File: src/rtl/expnorm_pipe.sv
// Exponent normalisation for the rounder: er - lz plus the trap wrap (+/-alpha),
// or emin for untrapped tiny results. Produces en and en+1 through a 2-stage valid/ready pipe.
module expnorm_pipe #(
    parameter int EW  = 11,
    parameter int LZW = 6,
    parameter int XW  = EW + 2
) (
    input  logic                 clk,
    input  logic                 rst_n,
    input  logic                 in_valid,
    output logic                 in_ready,
    input  logic                 db,
    input  logic signed [XW-1:0] er,
    input  logic [LZW-1:0]       lz,
    input  logic                 ovf_en,
    input  logic                 ovf1,
    input  logic                 unf_en,
    input  logic                 tiny,
    output logic                 out_valid,
    input  logic                 out_ready,
    output logic signed [XW-1:0] en,
    output logic signed [XW-1:0] eni,
    output logic                 ovf_wrap,
    output logic                 unf_wrap,
    output logic                 den_force
);

    typedef enum logic [1:0] {M_NORM, M_OVF, M_UNF, M_DEN} mode_t;

    localparam logic signed [XW-1:0] ALPHA_DB = XW'(3 * (2 ** (EW - 2)));
    localparam logic signed [XW-1:0] ALPHA_SG = XW'(3 * (2 ** (8 - 2)));
    localparam logic signed [XW-1:0] ONE      = XW'(1);

    // Overflow trap wins over underflow trap when both are raised.
    function automatic mode_t sel_mode(input logic oe, input logic o1,
                                       input logic ue, input logic t);
        if (oe && o1)
            return M_OVF;
        else if (ue && t)
            return M_UNF;
        else if (t)
            return M_DEN;
        return M_NORM;
    endfunction

    function automatic logic signed [XW-1:0] norm_exp(input logic signed [XW-1:0] d,
                                                      input mode_t m, input logic dbl);
        logic signed [XW-1:0] a;
        a = dbl ? ALPHA_DB : ALPHA_SG;
        case (m)
            M_OVF:   return d - a;
            M_UNF:   return d + a;
            M_DEN:   return ONE;
            default: return d;
        endcase
    endfunction

    logic                 r_vld_p1;
    logic signed [XW-1:0] r_d_p1;
    mode_t                r_mode_p1;
    logic                 r_db_p1;

    logic                 r_vld_p2;
    logic signed [XW-1:0] r_en_p2;
    logic signed [XW-1:0] r_eni_p2;
    logic                 r_ovf_p2;
    logic                 r_unf_p2;
    logic                 r_den_p2;

    logic                 w_s2_load;
    logic                 w_s1_adv;
    logic signed [XW-1:0] w_d;
    logic signed [XW-1:0] w_en;
    logic signed [XW-1:0] w_eni;

    assign w_s2_load = ~r_vld_p2 | out_ready;
    assign w_s1_adv  = r_vld_p1 & w_s2_load;
    assign in_ready  = ~r_vld_p1 | w_s1_adv;

    assign w_d   = er - $signed({{(XW - LZW){1'b0}}, lz});
    assign w_en  = norm_exp(r_d_p1, r_mode_p1, r_db_p1);
    assign w_eni = w_en + ONE;

    // Stage 1: difference er - lz, trap mode and format select.
    always_ff @(posedge clk or negedge rst_n) begin
        if (!rst_n) begin
            r_vld_p1  <= 1'b0;
            r_d_p1    <= '0;
            r_mode_p1 <= M_NORM;
            r_db_p1   <= 1'b0;
        end else if (in_ready) begin
            r_vld_p1 <= in_valid;
            if (in_valid) begin
                r_d_p1    <= w_d;
                r_mode_p1 <= sel_mode(ovf_en, ovf1, unf_en, tiny);
                r_db_p1   <= db;
            end
        end
    end

    // Stage 2: wrapped exponent, its increment and the mode flags; held while stalled.
    always_ff @(posedge clk or negedge rst_n) begin
        if (!rst_n) begin
            r_vld_p2 <= 1'b0;
            r_en_p2  <= '0;
            r_eni_p2 <= '0;
            r_ovf_p2 <= 1'b0;
            r_unf_p2 <= 1'b0;
            r_den_p2 <= 1'b0;
        end else if (w_s2_load) begin
            r_vld_p2 <= r_vld_p1;
            if (r_vld_p1) begin
                r_en_p2  <= w_en;
                r_eni_p2 <= w_eni;
                r_ovf_p2 <= (r_mode_p1 == M_OVF);
                r_unf_p2 <= (r_mode_p1 == M_UNF);
                r_den_p2 <= (r_mode_p1 == M_DEN);
            end
        end
    end

    assign out_valid = r_vld_p2;
    assign en        = r_en_p2;
    assign eni       = r_eni_p2;
    assign ovf_wrap  = r_ovf_p2;
    assign unf_wrap  = r_unf_p2;
    assign den_force = r_den_p2;

endmodule
File: config.mk
export PLATFORM = sky130hd
export DESIGN_NAME = expnorm_pipe
export DESIGN_NICKNAME = d
export VERILOG_FILES = /design/src/rtl/expnorm_pipe.sv
export SDC_FILE = /design/constraint.sdc
export NUM_CORES = 1
export LEC_CHECK = 0
export BUFFER_PORTS_ARGS = -buffer_cell sky130_fd_sc_hd__buf_2
export CAP_MARGIN = 40
export CORE_ASPECT_RATIO = 1.5
export CORE_MARGIN = 5
export CORE_UTILIZATION = 40
export CTS_BUF_LIST = sky130_fd_sc_hd__clkbuf_4 sky130_fd_sc_hd__clkbuf_8
export DETAILED_ROUTE_END_ITERATION = 16
export GPL_TIMING_DRIVEN = 0
export PLACE_DENSITY_LB_ADDON = 0.12
export SYNTH_ARGS = -nofsm -noshare
export SYNTH_HDL_FRONTEND = slang
export SYNTH_SLANG_ARGS = --single-unit
File: constraint.sdc
create_clock -name clk -period 5.65 [get_ports clk]
set_input_delay 0.565 -clock clk [delete_from_list [all_inputs] [get_ports clk]]
set_output_delay 0.565 -clock clk [all_outputs]
set_load 0.01 [all_outputs]
==> impl_summary.log <==
INFO  metric timing.final.max_slew_violations = 0
INFO  metric grt_setup_unrepaired = false
INFO  metric clock_tree.root_cell = sky130_fd_sc_hd__clkbuf_8
INFO  metric std_cell_rows = 37
INFO  metric synth.cell_area = 2870 um2
INFO  metric grt_first_pass_wirelength = around 11000 um
INFO  metric cts-htree-levels = 2
INFO  metric cp_top_family = adder cells
INFO  metric power.leakage = 1.64 nW
INFO  metric postRouteWirelength = between 6000 and 7000 um
INFO  metric portBuffers = 58
INFO  metric synth_area_per_cell = 9.21 um2
INFO  metric leading_cell_type_in_the_layout_fill_and_taps_excluded = sky130_fd_sc_hd__nand2_1
INFO  metric grtUsageMet3 = 0.0229
INFO  metric wl_per_cell = around 13 um
INFO  metric groute.layer.met1.usage = 0.176
INFO  metric powerDensity = 339 nW/um2
INFO  metric io-pin-count = 59
INFO  metric diodes = 0
INFO  metric starting_utilization_of_the_core_area = 0.414
INFO  metric largest_family_of_logic_cells_by_synthesized_area = simple AND/OR/NAND/NOR gates
INFO  metric ys_seq_elements = 47
INFO  metric asyncSetResetFlopFracSynth = 1.00
INFO  metric vias = approximately 2.3k
INFO  metric worstHoldPathType = in2async
INFO  metric grt_most_used_layer = met2
INFO  metric final_layout_size_suffix_gt1_frac = 0.219
INFO  metric die_w = roughly 79 um
INFO  metric global_route.usage.met2 = 0.271
INFO  metric complex_gate_fraction_of_the_synthesized_area = 0.175
INFO  metric cp-end-kind = flip-flop
INFO  metric tritoncts = yes
INFO  metric detailed_routing_iterations_pass_1 = 4
INFO  metric final_nets = between 400 and 500
INFO  metric groute.usage.overall = 0.149
INFO  metric dpl.cell_count = 449
INFO  metric antenna_violating_nets_post_route = 0
INFO  metric synth_fa_ha_area_frac = 0.0923
INFO  metric final_min_period_over_clock_period = 0.525
INFO  metric die_h = about 110 um
INFO  metric synth_ff_type = sky130_fd_sc_hd__dfrtp_1
INFO  metric numCtsBuffers = 5
INFO  metric relSlewSlack = 0.629
INFO  metric finalWeightedCongestion = about 0.84
INFO  metric status = complete, no violations
INFO  metric syn-instance-count = 312
INFO  metric layout.filler_cells = a little under 700
INFO  metric placeableCoreArea = about 6900 um2
INFO  metric post-route-drc-count = 0
INFO  metric fin_cells = around 460
INFO  metric vdd.ir_drop.worst = 0.118 mV
INFO  metric clock_sink_count = 47
INFO  metric first_global_vias = 2385
INFO  metric yosysTopAreaCell = sky130_fd_sc_hd__dfrtp_1
INFO  metric area_fraction_of_the_dominant_cell_type_after_synthesis = 0.409
INFO  metric final-hold-violation-count = 0
INFO  metric setup_violations = 0
INFO  metric grt_start_max_net_pins = 37
INFO  metric setup_total_negative_slack = 0 ps
INFO  metric most-common-layout-cells = 60 x sky130_fd_sc_hd__nand2_1, 59 x sky130_fd_sc_hd__buf_2, 47 x sky130_fd_sc_hd__dfrtp_1, 33 x sky130_fd_sc_hd__o21ai_0, 19 x sky130_fd_sc_hd__inv_1
INFO  metric synth.distinct_cells = 49
INFO  metric crit_type = reg2reg
INFO  metric worst_setup_hold_path_clk_slew = around 90 ps
INFO  metric cts.path.max_buffers = 2
INFO  metric critPathMaxStageDelay = 420 ps
INFO  metric critical_path_cell_by_cell = inv_1 -> ha_1 -> inv_1 -> ha_1 -> inv_1 -> ha_1 -> and3_1 -> a221oi_2 -> xnor2_1 -> o311ai_4 -> nand3_1 -> xnor2_1 -> o21ai_1
INFO  metric syn2layout_area_growth = 17.3%
INFO  metric cts-resized-gates = 0
INFO  metric timing_worst_slew_pin_value = 557 ps
INFO  metric portion_of_netlist_area_occupied_by_mux_cells = 0.0152
INFO  metric post-route-min-period = a little under 3000 ps
INFO  metric cts_setup_buffers = 0
INFO  metric drt-initial-drc-count = a little over 80
INFO  metric route.detailed.vias_per_inst = 5.07
INFO  metric ys_top_cells_by_area = sky130_fd_sc_hd__dfrtp_1 41%, sky130_fd_sc_hd__ha_1 7.8%, sky130_fd_sc_hd__nand2_1 7.8%
INFO  metric synth.yosys.seq_area_share = 0.409
INFO  metric dp_hpwl = between 4000 and 5000 um
INFO  metric wp_data_arrival = 3140 ps
INFO  metric synth_simple_gate_area_share = 0.209
INFO  metric total_die_area = 9010 um2
INFO  metric cp.buffers_inverters = 3
INFO  metric max_cap_viol_count = 0
INFO  metric syn-num-nets = 360
INFO  metric timing.critical_path.fanout_max = 5
INFO  metric clock-skew-final = approximately 9.7 ps
INFO  metric clk-insertion-delay-late = 300 ps
INFO  metric fmaxAchievable = roughly 340 MHz
INFO  metric cp.required = 5830 ps
INFO  metric synth-edff-count = 0
INFO  metric critPathSlowestCell = sky130_fd_sc_hd__dfrtp_1
INFO  metric antenna_found_initial = 0
INFO  metric grt-ovfl-total = 0
INFO  metric cts_hold_repair.buffers = 0
INFO  metric xor_and_xnor_fraction_of_the_mapped_netlist_area = 0.0579
INFO  metric critical_path.startpoint_type = flip-flop
INFO  metric yosysWarningCount = 0
==> Yosys cell counts, drive strengths merged, types with 2 or more instances <==
library cell	n
a21boi	2
a21o	4
a21oi	6
a221oi	3
a22oi	2
a31oi	4
and2	3
and3	4
buf	2
clkbuf	8
dfrtp	47
fa	2
ha	18
inv	19
mux2	3
nand2	60
nand2b	9
nand3	8
nor2	17
nor2b	6
nor3	4
o21ai	38
o31ai	5
or2	2
or3	2
or4	2
xnor2	9
xor2	10
==> sequential cells by signal, summed over array words and instances (netlist names), 2 cells and up <==
register,count
en,13
eni,13
r_d_p1,13
r_mode_p1,2
==> cells by family (layout without fill, tap and decap cells) <==
group           count (synthesis)  count (layout)
fa+ha+maj                      20              20
flops                          47              47
simple gates                  122             122
mux                             4               4
buf+inv                        29              96
xor+xnor                       19              19
compound gates                 71              71
==> final timing paths <==
check	start	end	slack, ps	cells after the start
worst max-delay path	r_mode_p1[0]$_DFFE_PN0P_	eni[12]$_DFFE_PN0P_	2690	13
max in group asynchronous	rst_n	r_mode_p1[1]$_DFFE_PN0P_	5040	2
worst min-delay path	rst_n	eni[2]$_DFFE_PN0P_	130	1
min in group clk	db	r_db_p1$_DFFE_PN0P_	470	3
worst max register to register	r_mode_p1[0]$_DFFE_PN0P_	eni[12]$_DFFE_PN0P_	2690	13
worst min register to register	en[7]$_DFFE_PN0P_	en[7]$_DFFE_PN0P_	480	2
==> per-stage QoR <==
step | area [um2] | setup WS, ps | hold WS [ps] | total power [mW] | utilization
floorplan | 2870 | 2970 | 269 | 0.798 | -
global placement | 3260 | 2690 | 457 | 0.946 | 0.470
detailed placement | 3280 | 2670 | 465 | 0.957 | 0.472
CTS | 3370 | 2660 | 135 | 1.16 | 0.485
global route | 3370 | 2370 | 142 | 1.24 | 0.485
finish | 3370 | 2690 | 128 | 1.14 | 0.485
==> cell type report <==
type,count,area (um2),share of cell area
plain buffers,10,46.3,0.0137
clock inverters,2,12.5,0.00371
inverters,19,71.3,0.0212
multi-input cells,236,1580,0.469
repair buffers,59,310,0.0921
flip-flops and latches,47,1180,0.349
well taps,78,97.6,0.0290
clock buffers,6,76.3,0.0227
==> metal layers <==
layer / up-vias / wire [um]
met3: 7 / 276
li1: 1200 / -
met4: 0 / 97
met1: 1059 / 2530
met5: - / 0
met2: 49 / 3140
==> worst register-to-register path, delay by kind of cell (launching register included) <==
family,cells,cell delay [ps]
compound gates,3,640
xor+xnor,2,300
fa+ha+maj,3,880
buf+inv,3,280
flops,1,420
simple gates,2,340
==> where the power goes <==
part / internal, mW / switching (mW) / total (mW)
clock: 0.0914 / 0.111 / 0.203
sequential: 0.423 / 0.0574 / 0.480
combinational: 0.200 / 0.260 / 0.459
total: 0.714 / 0.428 / 1.14
(Power assumes the default switching activity.)
